--- src/rtl/regfile_pkg.sv ---
// Shared defaults and helpers for the scoreboarded register file.
// Address gating keeps the zero register and out-of-range indices out of all state.
package regfile_pkg;

  localparam int DEF_DATA_W   = 32;
  localparam int DEF_NUM_REGS = 16;

  function automatic int cnt_w(input int n);
    return $clog2(n + 1);
  endfunction

  // True when an address maps to a real, writable register.
  function automatic logic addr_live(input logic [31:0] addr, input int num_regs,
                                     input bit zero_reg);
    return (addr < $unsigned(num_regs)) && !(zero_reg && (addr == 32'd0));
  endfunction

  function automatic logic wr_gate(input logic en, input logic [31:0] addr,
                                   input int num_regs, input bit zero_reg);
    return en && addr_live(addr, num_regs, zero_reg);
  endfunction

endpackage

--- src/rtl/rf_scoreboard.sv ---
// Pending-bit scoreboard: reservation acceptance, pending population count, sticky error.
// rsv_ok is combinational; state updates on the rising edge, no back-pressure beyond rsv_ok.
module rf_scoreboard
  import regfile_pkg::*;
#(
  parameter int NUM_REGS = DEF_NUM_REGS,
  parameter int ADDR_W   = $clog2(NUM_REGS),
  parameter int ZERO_REG = 0,
  parameter int CW       = cnt_w(NUM_REGS)
) (
  input  logic                clk,
  input  logic                reset,
  input  logic                rsv_en,
  input  logic [ADDR_W-1:0]   rsv_addr,
  output logic                rsv_ok,
  input  logic                wb_en,
  input  logic [ADDR_W-1:0]   wb_addr,
  output logic [NUM_REGS-1:0] pending,
  output logic [CW-1:0]       pending_cnt,
  output logic                err_wb_unrsv
);

  logic                rsv_live;
  logic                wb_live;
  logic                rsv_set;
  logic                wb_clr;
  logic                wb_orphan;
  logic [NUM_REGS-1:0] pending_nxt;

  always_comb begin
    rsv_live  = addr_live(32'(rsv_addr), NUM_REGS, ZERO_REG != 0);
    wb_live   = wr_gate(wb_en, 32'(wb_addr), NUM_REGS, ZERO_REG != 0);
    wb_clr    = wb_live && pending[wb_addr];
    wb_orphan = wb_live && !pending[wb_addr];
    // Zero/out-of-range destinations are always accepted but never tracked.
    rsv_ok    = rsv_en && (!rsv_live || !pending[rsv_addr] ||
                           (wb_en && (wb_addr == rsv_addr)));
    rsv_set   = rsv_ok && rsv_live;
    pending_nxt = pending;
    if (wb_clr)  pending_nxt[wb_addr]  = 1'b0;
    if (rsv_set) pending_nxt[rsv_addr] = 1'b1;
  end

  always_ff @(posedge clk or posedge reset) begin
    if (reset) begin
      pending      <= '0;
      pending_cnt  <= '0;
      err_wb_unrsv <= 1'b0;
    end else begin
      pending <= pending_nxt;
      if (rsv_set && !wb_clr)
        pending_cnt <= pending_cnt + CW'(1);
      else if (wb_clr && !rsv_set)
        pending_cnt <= pending_cnt - CW'(1);
      if (wb_orphan)
        err_wb_unrsv <= 1'b1;
    end
  end

endmodule

--- src/rtl/regfile_scoreboard.sv ---
// Register file with two combinational read ports, one writeback port and per-register scoreboard.
// Read latency 0 (optional writeback bypass); no back-pressure, decode stalls on busy or !rsv_ok.
module regfile_scoreboard
  import regfile_pkg::*;
#(
  parameter int DATA_W   = DEF_DATA_W,
  parameter int NUM_REGS = DEF_NUM_REGS,
  parameter int ADDR_W   = $clog2(NUM_REGS),
  parameter int ZERO_REG = 0,
  parameter int BYPASS   = 1
) (
  input  logic                        clk,
  input  logic                        reset,
  input  logic [ADDR_W-1:0]           rd_addr1,
  input  logic [ADDR_W-1:0]           rd_addr2,
  output logic [DATA_W-1:0]           rd_data1,
  output logic [DATA_W-1:0]           rd_data2,
  output logic                        rd_busy1,
  output logic                        rd_busy2,
  input  logic                        rsv_en,
  input  logic [ADDR_W-1:0]           rsv_addr,
  output logic                        rsv_ok,
  input  logic                        wb_en,
  input  logic [ADDR_W-1:0]           wb_addr,
  input  logic [DATA_W-1:0]           wb_data,
  output logic [cnt_w(NUM_REGS)-1:0]  pending_cnt,
  output logic                        err_wb_unrsv
);

  logic [DATA_W-1:0]   regs [NUM_REGS];
  logic [NUM_REGS-1:0] pending;
  logic                wb_live;
  logic                fwd_ok;

  assign wb_live = wr_gate(wb_en, 32'(wb_addr), NUM_REGS, ZERO_REG != 0);
  // Forwarding is suppressed during reset so reads track the cleared array at once.
  assign fwd_ok  = (BYPASS != 0) && wb_live && !reset;

  rf_scoreboard #(
    .NUM_REGS (NUM_REGS),
    .ADDR_W   (ADDR_W),
    .ZERO_REG (ZERO_REG),
    .CW       (cnt_w(NUM_REGS))
  ) u_sb (
    .clk          (clk),
    .reset        (reset),
    .rsv_en       (rsv_en),
    .rsv_addr     (rsv_addr),
    .rsv_ok       (rsv_ok),
    .wb_en        (wb_en),
    .wb_addr      (wb_addr),
    .pending      (pending),
    .pending_cnt  (pending_cnt),
    .err_wb_unrsv (err_wb_unrsv)
  );

  always_ff @(posedge clk or posedge reset) begin
    if (reset) begin
      for (int i = 0; i < NUM_REGS; i++)
        regs[i] <= '0;
    end else if (wb_live) begin
      regs[wb_addr] <= wb_data;
    end
  end

  always_comb begin
    rd_data1 = '0;
    rd_busy1 = 1'b0;
    if (addr_live(32'(rd_addr1), NUM_REGS, ZERO_REG != 0)) begin
      rd_data1 = regs[rd_addr1];
      rd_busy1 = pending[rd_addr1];
    end
    if (fwd_ok && (wb_addr == rd_addr1)) begin
      rd_data1 = wb_data;
      rd_busy1 = 1'b0;
    end
  end

  always_comb begin
    rd_data2 = '0;
    rd_busy2 = 1'b0;
    if (addr_live(32'(rd_addr2), NUM_REGS, ZERO_REG != 0)) begin
      rd_data2 = regs[rd_addr2];
      rd_busy2 = pending[rd_addr2];
    end
    if (fwd_ok && (wb_addr == rd_addr2)) begin
      rd_data2 = wb_data;
      rd_busy2 = 1'b0;
    end
  end

endmodule
--- config.mk ---
export PLATFORM = sky130hd
export DESIGN_NAME = regfile_scoreboard
export DESIGN_NICKNAME = d
export VERILOG_FILES = /design/src/rtl/regfile_pkg.sv /design/src/rtl/rf_scoreboard.sv /design/src/rtl/regfile_scoreboard.sv
export SDC_FILE = /design/constraint.sdc
export NUM_CORES = 1
export LEC_CHECK = 0
export BUFFER_PORTS_ARGS = -buffer_cell sky130_fd_sc_hd__clkbuf_2
export CAP_MARGIN = 20
export CELL_PAD_IN_SITES_DETAIL_PLACEMENT = 0
export CELL_PAD_IN_SITES_GLOBAL_PLACEMENT = 1
export CORE_MARGIN = 2
export CORE_UTILIZATION = 40
export CTS_CLUSTER_SIZE = 14
export DETAILED_ROUTE_END_ITERATION = 10
export PLACE_DENSITY_LB_ADDON = 0.1
export SYNTH_ARGS = -nofsm -noshare
export SYNTH_HDL_FRONTEND = slang
export SYNTH_SLANG_ARGS = --single-unit
--- constraint.sdc ---
create_clock -name clk -period 36.1 [get_ports clk]
set_input_delay 5.415 -clock clk [delete_from_list [all_inputs] [get_ports clk]]
set_output_delay 5.415 -clock clk [all_outputs]
set_load 0.02 [all_outputs]
### Word-level counts from Yosys, hierarchy flattened

Index checks and enable logic that the tools add are counted.

* bits of input ports: 52
* bits in writable memories: 0
* register bits after elaboration: 534
* bits in read-only memories: 0
* output and inout port bits: 73
* memories: 0
* bits in latches: 0
* logic and storage cells: 88

* $mul: 0
* divide/modulo/power cells: 0
* bitwise logic cells: 6
* order comparisons: 10
* equality and inequality tests: 3
* mux-type cells: 29
* shifts and indexed selects: 0
* add/subtract/negate cells: 2
* reductions and logical operators: 19

Operators by type and width (count)
* bitwise mux 512 bit: 1
* binary-select mux 32 bit (select 4 bit): 2
* 2-to-1 mux 32 bit: 7
* demux 32 bit (select 4 bit): 1
* 2-to-1 mux 16 bit: 2
* less-than comparator 4 x 5 -> 1 bit (second input constant): 4
* bitwise AND 16 bit: 1
* binary-select mux 1 bit (select 4 bit): 4
* NOT 16 bit: 1
* OR 16 bit: 1
* greater-or-equal comparator 5 bit (second input constant): 3
* NOT 4 -> 5 bit: 3
* equality test 4 bit: 3
* logical AND 1 bit: 12
* 2-to-1 mux 5 bit: 2
* demux 1 bit (select 4 bit): 2
* greater-or-equal comparator 4 x 1 -> 1 bit (second input constant): 2
* 2-to-1 mux 1 bit: 8
* adder 5 x 1 -> 5 bit (second input constant): 1
* logical NOT 1 bit: 5
* less-than comparator 5 x 1 -> 1 bit (second input constant): 1
* subtractor 5 x 1 -> 5 bit (second input constant): 1
* nonzero test 2 bit: 1
* logical OR 1 bit: 1

### Depth between registers and ports, before layout

* word-level depth: 9
* gate-level depth with buffers: 15

### By module

A second synthesis with hierarchy kept.

* cells, all modules: 1924
* area, all modules: 29224.3 sq um

By module, submodules not included
* regfile_scoreboard: sequential area each 12812.3 sq um, cells an instance 1771, times used 1, area an instance 27745.4 sq um
* rf_scoreboard: sequential area each 550.5 sq um, cells an instance 153, times used 1, area an instance 1478.9 sq um

### Worst setup path after synthesis

OpenSTA, ideal clock, no wires.

* path kind: input-to-output
* start: in wb_addr[3]
* end: out rd_data1[19]
* arrival: 7.113 ns
* path buffers: 3
* slack: 23.572 ns
* stages on the path: 8
* path through: buf_2 > xor2_1 > nor3_2 > nand3_2 > and2_0 > clkbuf_1 > clkbuf_1 > a211oi_1

* longest elaborated chain between the ends: 3

RTL lines
* from (decl): RTL line regfile_scoreboard.sv:24 `input logic [ADDR_W-1:0] wb_addr,`
* equality test 4 bit: RTL line regfile_scoreboard.sv:73 `if (fwd_ok && (wb_addr == rd_addr1)) begin`
* logical AND 1 bit: RTL line regfile_scoreboard.sv:73
* 2-to-1 mux 32 bit: RTL line regfile_scoreboard.sv:73
* to (decl): RTL line regfile_scoreboard.sv:16 `output logic [DATA_W-1:0] rd_data1,`

No other way between the ends.

### Worst setup path in the final report

* start: in rd_addr1[0]
* end: out rd_data1[2]

* longest elaborated chain between the ends: 5
* elaborated cells on any way between the ends: 7
* those cells by class: eq/ne: 1; mux: 4; bitwise: 1; reduce/logical: 1

RTL lines
* from (decl): RTL line regfile_scoreboard.sv:14 `input logic [ADDR_W-1:0] rd_addr1,`
* NOT 4 -> 5 bit (not written as such): RTL line regfile_scoreboard.sv:70 `rd_data1 = regs[rd_addr1];`
* binary-select mux 32 bit (select 4 bit): RTL line regfile_scoreboard.sv:70
* 2-to-1 mux 32 bit (not written as such) (2 in series): RTL line regfile_scoreboard.sv:70
* 2-to-1 mux 32 bit *: RTL line regfile_scoreboard.sv:73

Every way passes the cells marked *; elsewhere a longest branch is shown, timed or not. The select of a mux whose other input is x is not followed.

==> results.json <==
{
  "ff2ff_path_depth": 12,
  "grt_overflow": 0,
  "netlist.area_leader.share_pct": 45.24,
  "insertedDiodeCount": 0,
  "clockBufferDepth": 3,
  "hold-path-cell-count": 1,
  "initial_core_util_pct": 40.41,
  "antenna_found_initial": 1,
  "final_layout_size_suffix_gt1_share_pct": 52.21,
  "port_buffers": 124,
  "cts_setup_buffers": 0,
  "drc_errors": 11,
  "die-area_sq_mm": 0.07603,
  "skew_ns": 0.002956,
  "tightest_slew_ns": 1.005,
  "grt_start_max_net_pins": 135,
  "crit_fanout": 58,
  "leakagePower_nw": 13.51,
  "synth.distinct_cells": 47,
  "synth_top_area_cell": "dfrtp_1",
  "placementRows": 99,
  "cpPeakStageDelay_ns": 0.80,
  "cts.repair.resized": 0,
  "area_growth_pct": 11.84,
  "synthesis.nets": 2037,
  "status": "finished with violations",
  "maxCapViolations": 0,
  "cts_sinks": 534,
  "synth_most_common_cell": "dfrtp_1",
  "arrival_ns": 9.22,
  "rsz0062_at_grt": "false",
  "yosys-top-cells-area": "dfrtp_1, mux4_2, mux2_2",
  "routed_wl_um": 90480,
  "hold_violations": 0,
  "hold_buffers": 0,
  "grt_pass1_wl_um": 135100,
  "finalPower_mw": 2.009,
  "io_pins": 125,
  "period_needed_ns": 14.64,
  "synth.avg_cell_area_sq_um": 14.92,
  "async_reset_ff_share_pct": 100.0,
  "path_cells": "buf_8 -> buf_4 -> buf_4 -> mux4_2 -> nor2b_1 -> a2111oi_0 -> a211oi_1 -> clkbuf_2",
  "max_freq_ghz": 0.06831,
  "htreeDepth": 3,
  "crit_required_ns": 30.68,
  "min_period_over_period_pct": 40.55,
  "powerDensity_mw_per_mm2": 60.83,
  "crit_type": "in2out",
  "crit_slowest_cell": "buf_4",
  "wire_per_inst_um": 30.02,
  "synth_warnings": 0,
  "slew_viol_final": 0,
  "synth_seq_cells": 534,
  "synth-edff-count": 0,
  "ys.flop_type": "dfrtp_1",
  "netlist_area_sq_mm": 0.02954,
  "dp_hpwl_um": 48460,
  "violations": "design-rule violations",
  "avgViaCountPerCell": 6.185,
  "synthTopCellsByCount": "dfrtp_1, mux2_2, mux4_2",
  "coreArea_sq_mm": 0.07308,
  "slew_headroom_pct": 33.00,
  "cts_buffers": 66,
  "worstSetupStartpointType": "input port",
  "drt_iter0_drc": 1286,
  "setup_viol": 0,
  "hold_slack_ns": 0.4719,
  "cts_tree": "done",
  "place.gp.congestion": 0.7509,
  "final_net_count": 2065,
  "clk_latency_ns": 0.60,
  "synthCells": 1979,
  "root_buffer": "clkbuf_16",
  "die_x_um": 275.7,
  "grt_pass1_vias": 19790,
  "end_kind": "output port",
  "hp-class": "reg2reg",
  "vias": 18640,
  "drt_pass1_iterations": 8,
  "finalSetupTns_ns": 0,
  "post-route-util_pct": 45.20,
  "ys_seq_area_share_pct": 45.24,
  "track_usage_pct": 24.26,
  "die_y_um": 275.7,
  "peakVddDrop_mv": 0.03651,
  "cpMostUsedCell": "buf_4",
  "ant_nets": 0,
  "fillers": 6472,
  "clkTransAtPathRegs_ns": 0.06
}
==> critical path: cells and delay by family <==
family                 cells  cell delay (ns)
buffers and inverters      4             2.35
AO/OA/AOI/OAI              2             0.68
multiplexers               1             0.58
AND/OR/NAND/NOR            1             0.14
==> final timing paths <==
path / from / slack, ns / to
setup reg to reg: u_sb.pending[3] / 32.83 / u_sb.pending_cnt[4]
setup / recovery: rd_addr1[0] / 21.46 / rd_data1[2]
max in group asynchronous: reset / 28.09 / regs[239]
hold reg to reg: u_sb.pending_cnt[4] / 0.47 / u_sb.pending_cnt[4]
min in group asynchronous: reset / 5.05 / u_sb.err_wb_unrsv
hold / removal: u_sb.pending_cnt[4] / 0.47 / u_sb.pending_cnt[4]
==> per-layer routing <==
layer,part of all wire [%],track usage (%)
met4,2.5,7.329
met3,4.6,3.515
met5,0.013,0
met1,45,34.11
met2,48,39.17
==> cells in the final DEF (no fill, tap or decap), types with 62 or more instances in the layout <==
| cell | netlist | final |
|---|---|---|
| mux2_2 | 509 | 509 |
| nor2b_1 | 64 | 64 |
| nor2_1 | 74 | 64 |
| dfrtp_1 | 534 | 534 |
| mux4_2 | 274 | 274 |
| clkbuf_16 | 0 | 70 |
| clkbuf_2 | 1 | 118 |
| mux2i_1 | 73 | 73 |
| a2111oi_0 | 62 | 62 |
| a211oi_1 | 62 | 62 |
==> sequential cells by signal (all words and copies together) (netlist names) <==
name               flops
regs                 512
u_sb.err_wb_unrsv      1
u_sb.pending          16
u_sb.pending_cnt       5
==> where the power goes <==
group	internal (mW)	switching [mW]
clock	0.413	0.265
combinational	0.286	0.196
sequential	0.742	0.107
total	1.44	0.568
==> kinds of logic (layout without fill, tap and decap cells) <==
| logic type | after synthesis | in the layout | share of synthesized area [%] |
|---|---|---|---|
| buf+inv | 208 | 284 | 3.431 |
| compound gates | 165 | 165 | 4.300 |
| xor+xnor | 16 | 16 | 0.4744 |
| simple gates | 190 | 190 | 3.347 |
| mux | 860 | 860 | 42.93 |
| fa+ha+maj | 6 | 6 | 0.2796 |
| flops | 534 | 534 | 45.24 |
==> stage by stage <==
step / instance area [sq um] / cells / setup WS, ns
floorplan: 29540 / 1979 / 15.76
global placement: 30800 / 2897 / 21.33
detailed placement: 30800 / 2897 / 21.38
CTS: 33010 / 3013 / 21.38
global route: 33030 / 3014 / 21.14
finish: 33030 / 3014 / 21.46
==> area by class of cell <==
cell class	count	area (sq um)	area share, %
multi-input combinational	1237	15270	46.24
sequential	534	13360	40.45
clock buffer	103	2026	6.132
tap	959	1200	3.632
timing repair buffer	161	955.9	2.894
clock inverter	13	181.4	0.5492
inverter	7	33.78	0.1023
(Power assumes the default switching activity.)
